File: src/rtl/reservation_station.sv
// Reservation station: DEPTH-entry operand buffer with dual dispatch, dual CDB wakeup
// and a one-deep registered issue output.
module reservation_station #(
  parameter int DEPTH = 8
) (
  input  logic        clk,
  input  logic        rst_n,
  input  logic        rs_valid_1,
  input  logic [3:0]  rs_opcode_1,
  input  logic [2:0]  rs_alu_op_1,
  input  logic [4:0]  rs_tag_a_1,
  input  logic [4:0]  rs_tag_b_1,
  input  logic [15:0] rs_data_a_1,
  input  logic [15:0] rs_data_b_1,
  input  logic        rs_valid_a_1,
  input  logic        rs_valid_b_1,
  input  logic [15:0] rs_imm_1,
  input  logic [15:0] rs_pc_1,
  input  logic [4:0]  rs_rrf_dest_1,
  input  logic        rs_valid_2,
  input  logic [3:0]  rs_opcode_2,
  input  logic [2:0]  rs_alu_op_2,
  input  logic [4:0]  rs_tag_a_2,
  input  logic [4:0]  rs_tag_b_2,
  input  logic [15:0] rs_data_a_2,
  input  logic [15:0] rs_data_b_2,
  input  logic        rs_valid_a_2,
  input  logic        rs_valid_b_2,
  input  logic [15:0] rs_imm_2,
  input  logic [15:0] rs_pc_2,
  input  logic [4:0]  rs_rrf_dest_2,
  input  logic        cdb_valid_1,
  input  logic [4:0]  cdb_tag_1,
  input  logic [15:0] cdb_data_1,
  input  logic        cdb_valid_2,
  input  logic [4:0]  cdb_tag_2,
  input  logic [15:0] cdb_data_2,
  input  logic        flush,
  output logic        issue_valid,
  input  logic        issue_ready,
  output logic [3:0]  issue_opcode,
  output logic [2:0]  issue_alu_op,
  output logic [15:0] issue_data_a,
  output logic [15:0] issue_data_b,
  output logic [15:0] issue_imm,
  output logic [15:0] issue_pc,
  output logic [4:0]  issue_rrf_dest,
  output logic        rs_full,
  output logic        rs_has_one_slot,
  output logic [3:0]  rs_count
);
  localparam int IW = $clog2(DEPTH);

  logic [DEPTH-1:0] busy_q, busy_d, rdy_a_q, rdy_a_d, rdy_b_q, rdy_b_d;
  logic [3:0]  opcode_q [DEPTH], opcode_d [DEPTH];
  logic [2:0]  alu_op_q [DEPTH], alu_op_d [DEPTH];
  logic [4:0]  tag_a_q  [DEPTH], tag_a_d  [DEPTH];
  logic [4:0]  tag_b_q  [DEPTH], tag_b_d  [DEPTH];
  logic [4:0]  dest_q   [DEPTH], dest_d   [DEPTH];
  logic [15:0] data_a_q [DEPTH], data_a_d [DEPTH];
  logic [15:0] data_b_q [DEPTH], data_b_d [DEPTH];
  logic [15:0] imm_q    [DEPTH], imm_d    [DEPTH];
  logic [15:0] pc_q     [DEPTH], pc_d     [DEPTH];

  logic        iv_q, iv_d;
  logic [3:0]  i_opcode_q, i_opcode_d;
  logic [2:0]  i_alu_op_q, i_alu_op_d;
  logic [15:0] i_data_a_q, i_data_a_d, i_data_b_q, i_data_b_d;
  logic [15:0] i_imm_q, i_imm_d, i_pc_q, i_pc_d;
  logic [4:0]  i_dest_q, i_dest_d;

  logic          f1_found, f2_found, sel_found, issue_load;
  logic [IW-1:0] f1_idx, f2_idx, sel_idx, wr2_idx;
  logic          wr1_en, wr2_en;
  logic [16:0]   op_1a, op_1b, op_2a, op_2b;
  logic [3:0]    cnt;

  // Operand capture at dispatch: {ready, data}; CDB 1 has priority over CDB 2.
  function automatic logic [16:0] resolve(input logic v, input logic [4:0] tag,
                                          input logic [15:0] data,
                                          input logic c1v, input logic [4:0] c1t,
                                          input logic [15:0] c1d,
                                          input logic c2v, input logic [4:0] c2t,
                                          input logic [15:0] c2d);
    if (v)                     return {1'b1, data};
    else if (c1v && c1t == tag) return {1'b1, c1d};
    else if (c2v && c2t == tag) return {1'b1, c2d};
    else                       return {1'b0, data};
  endfunction

  assign op_1a = resolve(rs_valid_a_1, rs_tag_a_1, rs_data_a_1, cdb_valid_1, cdb_tag_1,
                         cdb_data_1, cdb_valid_2, cdb_tag_2, cdb_data_2);
  assign op_1b = resolve(rs_valid_b_1, rs_tag_b_1, rs_data_b_1, cdb_valid_1, cdb_tag_1,
                         cdb_data_1, cdb_valid_2, cdb_tag_2, cdb_data_2);
  assign op_2a = resolve(rs_valid_a_2, rs_tag_a_2, rs_data_a_2, cdb_valid_1, cdb_tag_1,
                         cdb_data_1, cdb_valid_2, cdb_tag_2, cdb_data_2);
  assign op_2b = resolve(rs_valid_b_2, rs_tag_b_2, rs_data_b_2, cdb_valid_1, cdb_tag_1,
                         cdb_data_1, cdb_valid_2, cdb_tag_2, cdb_data_2);

  // Free and ready searches use registered busy bits, so an entry issued this cycle
  // cannot be refilled until the next one.
  always_comb begin
    f1_found  = 1'b0;
    f1_idx    = '0;
    f2_found  = 1'b0;
    f2_idx    = '0;
    sel_found = 1'b0;
    sel_idx   = '0;
    cnt       = '0;
    for (int i = 0; i < DEPTH; i++) begin
      cnt = cnt + {3'b000, busy_q[i]};
      if (!busy_q[i]) begin
        if (!f1_found) begin
          f1_found = 1'b1;
          f1_idx   = IW'(i);
        end else if (!f2_found) begin
          f2_found = 1'b1;
          f2_idx   = IW'(i);
        end
      end else if (rdy_a_q[i] && rdy_b_q[i] && !sel_found) begin
        sel_found = 1'b1;
        sel_idx   = IW'(i);
      end
    end
  end

  assign issue_load = !iv_q || issue_ready;
  assign wr1_en     = rs_valid_1 && f1_found;
  assign wr2_en     = rs_valid_2 && (rs_valid_1 ? f2_found : f1_found);
  assign wr2_idx    = rs_valid_1 ? f2_idx : f1_idx;

  always_comb begin
    busy_d     = busy_q;
    rdy_a_d    = rdy_a_q;
    rdy_b_d    = rdy_b_q;
    opcode_d   = opcode_q;
    alu_op_d   = alu_op_q;
    tag_a_d    = tag_a_q;
    tag_b_d    = tag_b_q;
    dest_d     = dest_q;
    data_a_d   = data_a_q;
    data_b_d   = data_b_q;
    imm_d      = imm_q;
    pc_d       = pc_q;
    iv_d       = iv_q;
    i_opcode_d = i_opcode_q;
    i_alu_op_d = i_alu_op_q;
    i_data_a_d = i_data_a_q;
    i_data_b_d = i_data_b_q;
    i_imm_d    = i_imm_q;
    i_pc_d     = i_pc_q;
    i_dest_d   = i_dest_q;
    for (int i = 0; i < DEPTH; i++) begin
      if (busy_q[i] && !rdy_a_q[i]) begin
        if (cdb_valid_1 && cdb_tag_1 == tag_a_q[i]) begin
          rdy_a_d[i] = 1'b1; data_a_d[i] = cdb_data_1;
        end else if (cdb_valid_2 && cdb_tag_2 == tag_a_q[i]) begin
          rdy_a_d[i] = 1'b1; data_a_d[i] = cdb_data_2;
        end
      end
      if (busy_q[i] && !rdy_b_q[i]) begin
        if (cdb_valid_1 && cdb_tag_1 == tag_b_q[i]) begin
          rdy_b_d[i] = 1'b1; data_b_d[i] = cdb_data_1;
        end else if (cdb_valid_2 && cdb_tag_2 == tag_b_q[i]) begin
          rdy_b_d[i] = 1'b1; data_b_d[i] = cdb_data_2;
        end
      end
    end
    // issue_valid/issue_ready: a payload transfers on a rising edge where both are 1;
    // while valid is 1 and ready is 0 the payload holds and nothing is selected.
    if (issue_load) begin
      iv_d = sel_found;
      if (sel_found) begin
        i_opcode_d      = opcode_q[sel_idx];
        i_alu_op_d      = alu_op_q[sel_idx];
        i_data_a_d      = data_a_q[sel_idx];
        i_data_b_d      = data_b_q[sel_idx];
        i_imm_d         = imm_q[sel_idx];
        i_pc_d          = pc_q[sel_idx];
        i_dest_d        = dest_q[sel_idx];
        busy_d[sel_idx] = 1'b0;
      end
    end
    for (int i = 0; i < DEPTH; i++) begin
      if (wr1_en && f1_idx == IW'(i)) begin
        busy_d[i]   = 1'b1;          opcode_d[i] = rs_opcode_1;
        alu_op_d[i] = rs_alu_op_1;   tag_a_d[i]  = rs_tag_a_1;
        tag_b_d[i]  = rs_tag_b_1;    dest_d[i]   = rs_rrf_dest_1;
        imm_d[i]    = rs_imm_1;      pc_d[i]     = rs_pc_1;
        rdy_a_d[i]  = op_1a[16];     data_a_d[i] = op_1a[15:0];
        rdy_b_d[i]  = op_1b[16];     data_b_d[i] = op_1b[15:0];
      end else if (wr2_en && wr2_idx == IW'(i)) begin
        busy_d[i]   = 1'b1;          opcode_d[i] = rs_opcode_2;
        alu_op_d[i] = rs_alu_op_2;   tag_a_d[i]  = rs_tag_a_2;
        tag_b_d[i]  = rs_tag_b_2;    dest_d[i]   = rs_rrf_dest_2;
        imm_d[i]    = rs_imm_2;      pc_d[i]     = rs_pc_2;
        rdy_a_d[i]  = op_2a[16];     data_a_d[i] = op_2a[15:0];
        rdy_b_d[i]  = op_2b[16];     data_b_d[i] = op_2b[15:0];
      end
    end
    if (flush) begin
      busy_d = '0;
      iv_d   = 1'b0;
    end
  end

  always_ff @(posedge clk or negedge rst_n) begin
    if (!rst_n) begin
      busy_q     <= '0;
      rdy_a_q    <= '0;
      rdy_b_q    <= '0;
      iv_q       <= 1'b0;
      i_opcode_q <= '0;
      i_alu_op_q <= '0;
      i_data_a_q <= '0;
      i_data_b_q <= '0;
      i_imm_q    <= '0;
      i_pc_q     <= '0;
      i_dest_q   <= '0;
      for (int i = 0; i < DEPTH; i++) begin
        opcode_q[i] <= '0; alu_op_q[i] <= '0; tag_a_q[i] <= '0; tag_b_q[i] <= '0;
        dest_q[i]   <= '0; data_a_q[i] <= '0; data_b_q[i] <= '0;
        imm_q[i]    <= '0; pc_q[i]     <= '0;
      end
    end else begin
      busy_q     <= busy_d;
      rdy_a_q    <= rdy_a_d;
      rdy_b_q    <= rdy_b_d;
      iv_q       <= iv_d;
      i_opcode_q <= i_opcode_d;
      i_alu_op_q <= i_alu_op_d;
      i_data_a_q <= i_data_a_d;
      i_data_b_q <= i_data_b_d;
      i_imm_q    <= i_imm_d;
      i_pc_q     <= i_pc_d;
      i_dest_q   <= i_dest_d;
      for (int i = 0; i < DEPTH; i++) begin
        opcode_q[i] <= opcode_d[i]; alu_op_q[i] <= alu_op_d[i];
        tag_a_q[i]  <= tag_a_d[i];  tag_b_q[i]  <= tag_b_d[i];
        dest_q[i]   <= dest_d[i];   data_a_q[i] <= data_a_d[i];
        data_b_q[i] <= data_b_d[i]; imm_q[i]    <= imm_d[i];
        pc_q[i]     <= pc_d[i];
      end
    end
  end

  assign issue_valid     = iv_q;
  assign issue_opcode    = i_opcode_q;
  assign issue_alu_op    = i_alu_op_q;
  assign issue_data_a    = i_data_a_q;
  assign issue_data_b    = i_data_b_q;
  assign issue_imm       = i_imm_q;
  assign issue_pc        = i_pc_q;
  assign issue_rrf_dest  = i_dest_q;
  assign rs_count        = cnt;
  assign rs_full         = (cnt == 4'd8);
  assign rs_has_one_slot = (cnt == 4'd7);
endmodule
File: config.mk
export PLATFORM = sky130hd
export DESIGN_NAME = reservation_station
export DESIGN_NICKNAME = d
export VERILOG_FILES = /design/src/rtl/reservation_station.sv
export SDC_FILE = /design/constraint.sdc
export NUM_CORES = 2
export LEC_CHECK = 0
export CAP_MARGIN = 5
export CORE_MARGIN = 5
export CORE_UTILIZATION = 56
export CTS_BUF_LIST = sky130_fd_sc_hd__clkbuf_4 sky130_fd_sc_hd__clkbuf_8
export CTS_CLUSTER_DIAMETER = 30
export DETAILED_ROUTE_END_ITERATION = 6
export GPL_ROUTABILITY_DRIVEN = 0
export PLACE_DENSITY_LB_ADDON = 0.05
export RECOVER_POWER = 25
export SYNTH_ARGS = -nofsm -noshare
export SYNTH_HDL_FRONTEND = slang
export SYNTH_SLANG_ARGS = --single-unit
File: constraint.sdc
create_clock -name clk -period 3.6 [get_ports clk]
set_clock_uncertainty 0.1 [all_clocks]
set_input_delay 0.54 -clock clk [delete_from_list [all_inputs] [get_ports clk]]
set_output_delay 0.54 -clock clk [all_outputs]
set_load 0.02 [all_outputs]
==> results by group <==
Run status
  – Status: finished with violations
  – Failing checks: DRC, capacitance limit, slew limit, setup timing

Place
  – Port bufs: 308
  – Dpl cell area: roughly 55000 µm²
  – Post-DP HPWL: 120000 µm
  – Placed cells: 6553
  – Worst slack at placement: -0.791 ns

Pwr
  – Logic pwr share: 0.322
  – Final Total Pwr: approximately 0.042 W
  – Power per standard cell area: 701 nW/µm²
  – Psw: ~0.015 W
  – Clock power frac: 0.301
  – Cell-internal power: 0.0274 W
  – Worst ir drop on vdd: 495 µV
  – Seq pwr share: 0.377
  – Leakage Power: 25.9 nW
  – Net switching fraction of the power: 0.349

STA
  – Fin crit share: 1.32
  – Slew headroom: -0.432
  – Max-slew violations: 62
  – Hold Vio Cnt, Final: 0
  – RSZ-0062 raised after global routing: yes
  – Max Freq: 0.210 GHz
  – Final setup viols: 6
  – Worst-Margin Slew: ~2.1 ns
  – Minimum clock period: between 4 and 5 ns
  – Worst setup margin: -1.15 ns

Worst setup path
  – CP Launch Type: flop
  – Critical R2R Launch: busy_q[1]
  – Crit-path max FO: 2
  – Data arrival, critical path: 4.11 ns
  – Crit path kind: flop to output pin
  – Worst setup path start: busy_q[1]
  – CP Capture Type: output pin
  – Crit path required time: 2.96 ns

Floorplanning
  – Row Count: 108
  – Core area: 86300 µm²
  – Starting Density: 0.562
  – Die Span Y: 304 µm
  – Die area: approximately 93000 µm²
  – IO Pins: 309
  – Die W: 304 µm

Clock tree
  – Max Buffers Root-to-Sink: 3
  – CTS tree: yes
  – Clk pin slew, worst setup/hold paths: 0.06 ns
  – Clock insertion delay at the later pin of the skew report: 0.88 ns
  – H-Tree Depth: 4
  – Root Buffer: clkbuf_8
  – CTS Sinks: 789
  – Cts bufs inserted: 189

Yosys
  – Ys async rst share: 1.00
  – Distinct cells, synth: 77
  – Synth warn: 0
  – Main synth FF type: dfrtp_1
  – Post-synthesis sequential area ratio: 0.407
  – Mapped Cells: 5328
  – Synth Cell Area: 48500 µm²
  – Top-area cell type share of the netlist area: 0.407
  – Mapped Nets: 5566
  – Biggest area consumer among synthesized cells: dfrtp_1
  – Avg Cell Area, Syn: roughly 9 µm²
  – Number of synthesized register bits: 789
  – EDFF count, synth: 0
  – Synth area leaders: dfrtp_1 (41%), mux2i_1 (13%), nand2_1 (6.2%)

Drt
  – Routed Antenna Nets: 0
  – DRC viols: 38
  – Iter 0 DRT Violations: ~6300
  – Routed length per instance: about 28 µm
  – DR vias/cell: 6.80
  – Via Count: 47200
  – Routed wire length: 195000 µm
  – First-pass DRT Iterations: 7

Layout
  – Final core occ: 0.695
  – Layout Cells excl Fill: 6935
  – Final instance area: 60000 µm²
  – Area delta synth->final: 23.7%
  – Final nets: 5854
  – Fraction of layout cells with a size suffix above 1: 0.172

Global routing
  – GRT Resource Usage Total: 0.402
  – Total grt overflow: 0
  – Vias in the first global route: 46600
  – Initial antenna violation count: 9
  – Largest net degree at the start of global routing: 109
  – First-pass GRT wire length: 290000 µm

Run
  – Max-Cap Viols: 1

Worst hold path
  – Hold WC Path Type: primary input to flop
  – HP Start: rs_imm_2[1]
power by group through the flow:
stage	logic, W	clock network (W)	registers (W)
after floorplan	0.00846	0	0.0154
after global placement	0.0127	0	0.0157
after detailed placement	0.0131	0	0.0158
after CTS	0.0132	0.0127	0.0158
after global routing	0.0147	0.0132	0.0163
final	0.0135	0.0127	0.0159
cell usage after synthesis (89+ instances only):
| cell | n |
|---|---|
| nand2_1 | 800 |
| dfrtp_1 | 789 |
| mux2i_1 | 624 |
| o21ai_0 | 563 |
| clkbuf_1 | 462 |
| o22ai_1 | 182 |
| nor2_1 | 160 |
| xor2_1 | 160 |
| a222oi_1 | 152 |
| o22a_1 | 128 |
| nand3_1 | 124 |
| buf_2 | 107 |
| nor2b_1 | 89 |
worst max-delay path, cell delays in order (launching register included):
cell and delay (ns):
dfrtp_1 0.40, fa_1 0.56, inv_2 0.05, fa_2 0.56, fa_1 0.43, inv_2 0.08, ha_4 0.13, inv_2 0.03
fa_2 0.56, inv_2 0.06, nor4b_4 0.19, buf_4 0.17
final timing paths:
kind / end / slack [ns] / depth (start not counted)
worst max-delay path: rs_full / -1.15 / 11
worst min-delay path: imm_q[17] / 0.33 / 3
worst min register to register: data_b_q[0] / 0.39 / 1
min in group asynchronous: data_a_q[90] / 0.73 / 2
max in group asynchronous: data_b_q[38] / 0.37 / 4
worst max register to register: imm_q[118] / 0.05 / 15
per-stage QoR:
stage          hold WS (ns)  TNS, ns
6_report              0.326    -5.11
5_1_grt               0.337    -6.96
4_1_cts               0.148    -5.61
3_5_place_dp          0.376   -48.76
3_3_place_gp          0.371   -39.63
2_1_floorplan         0.144   -0.391
layout make-up:
cell class              count  area [µm²]
diodes                      9        22.5
clock buffers             263        3440
well taps                1155        1450
multi-input cells        3838       26300
inverters                  35         135
repair buffers            763        7770
fillers                  6794       26300
clock inverters            83        1110
flip-flops and latches    789       19700
what timing repair did:
action                                  CTS  global route
pin swaps                                 3             3
buffers inserted                          2            16
hold buffers                              1             0
endpoints found under the setup margin  182           443
hold endpoints to repair                 62             0
gates cloned                              1             7
gates resized for setup                  42            48
kinds of logic after synthesis:
logic type               share of synthesized area
AO/OA/AOI/OAI                                0.220
adder cells (fa/ha/maj)                    0.00372
multiplexers                                 0.138
buffers and inverters                       0.0584
XOR/XNOR                                    0.0367
flip-flops                                   0.407
AND/OR/NAND/NOR                              0.135
flip-flops by register name, summed over array words and instances, names as in the netlist, 16 cells and up:
name,flops
opcode_q,32
tag_b_q,40
issue_imm,16
tag_a_q,40
imm_q,128
data_b_q,128
issue_pc,16
pc_q,128
dest_q,40
issue_data_a,16
alu_op_q,24
issue_data_b,16
data_a_q,128
metal layers:
layer  track usage  vias up  wire (µm)
li1              -    20200          -
met1         0.518    22800      72600
met2         0.605     3405      84200
met3         0.104      851      23400
met4         0.261        2      15100
met5       0.00362        -         13
layout by cell type (no fill, tap or decap), types with 27 or more instances in the layout:
master           Yosys  layout
o22a_1             128     128
nand2_1            800     796
clkinv_2             0      33
dfrtp_1            789     788
inv_1               35      30
o21ai_0            563     555
a222oi_1           152     152
nor3_1              34      27
a22o_1              32      32
mux2_2              41      41
a21oi_1             33      28
buf_12               0      86
nand3_1            124     123
clkbuf_8             0     235
o22ai_1            182     181
a221o_1             63      63
and3_1              64      63
xnor2_1             43      41
a311o_1             48      48
a32oi_1             35      35
a31o_2              77      77
a31oi_1             78      77
a22oi_1             31      31
mux2i_1            624     621
nand3b_1            77      77
a211o_1             33      33
nor4_1              41      41
clkbuf_4             0      32
nor2b_1             89      85
buf_4               15     339
xor2_1             160     160
clkdlybuf4s50_1      0     301
nor2_1             160     151
Note: power is estimated with default switching activity, not from simulation.
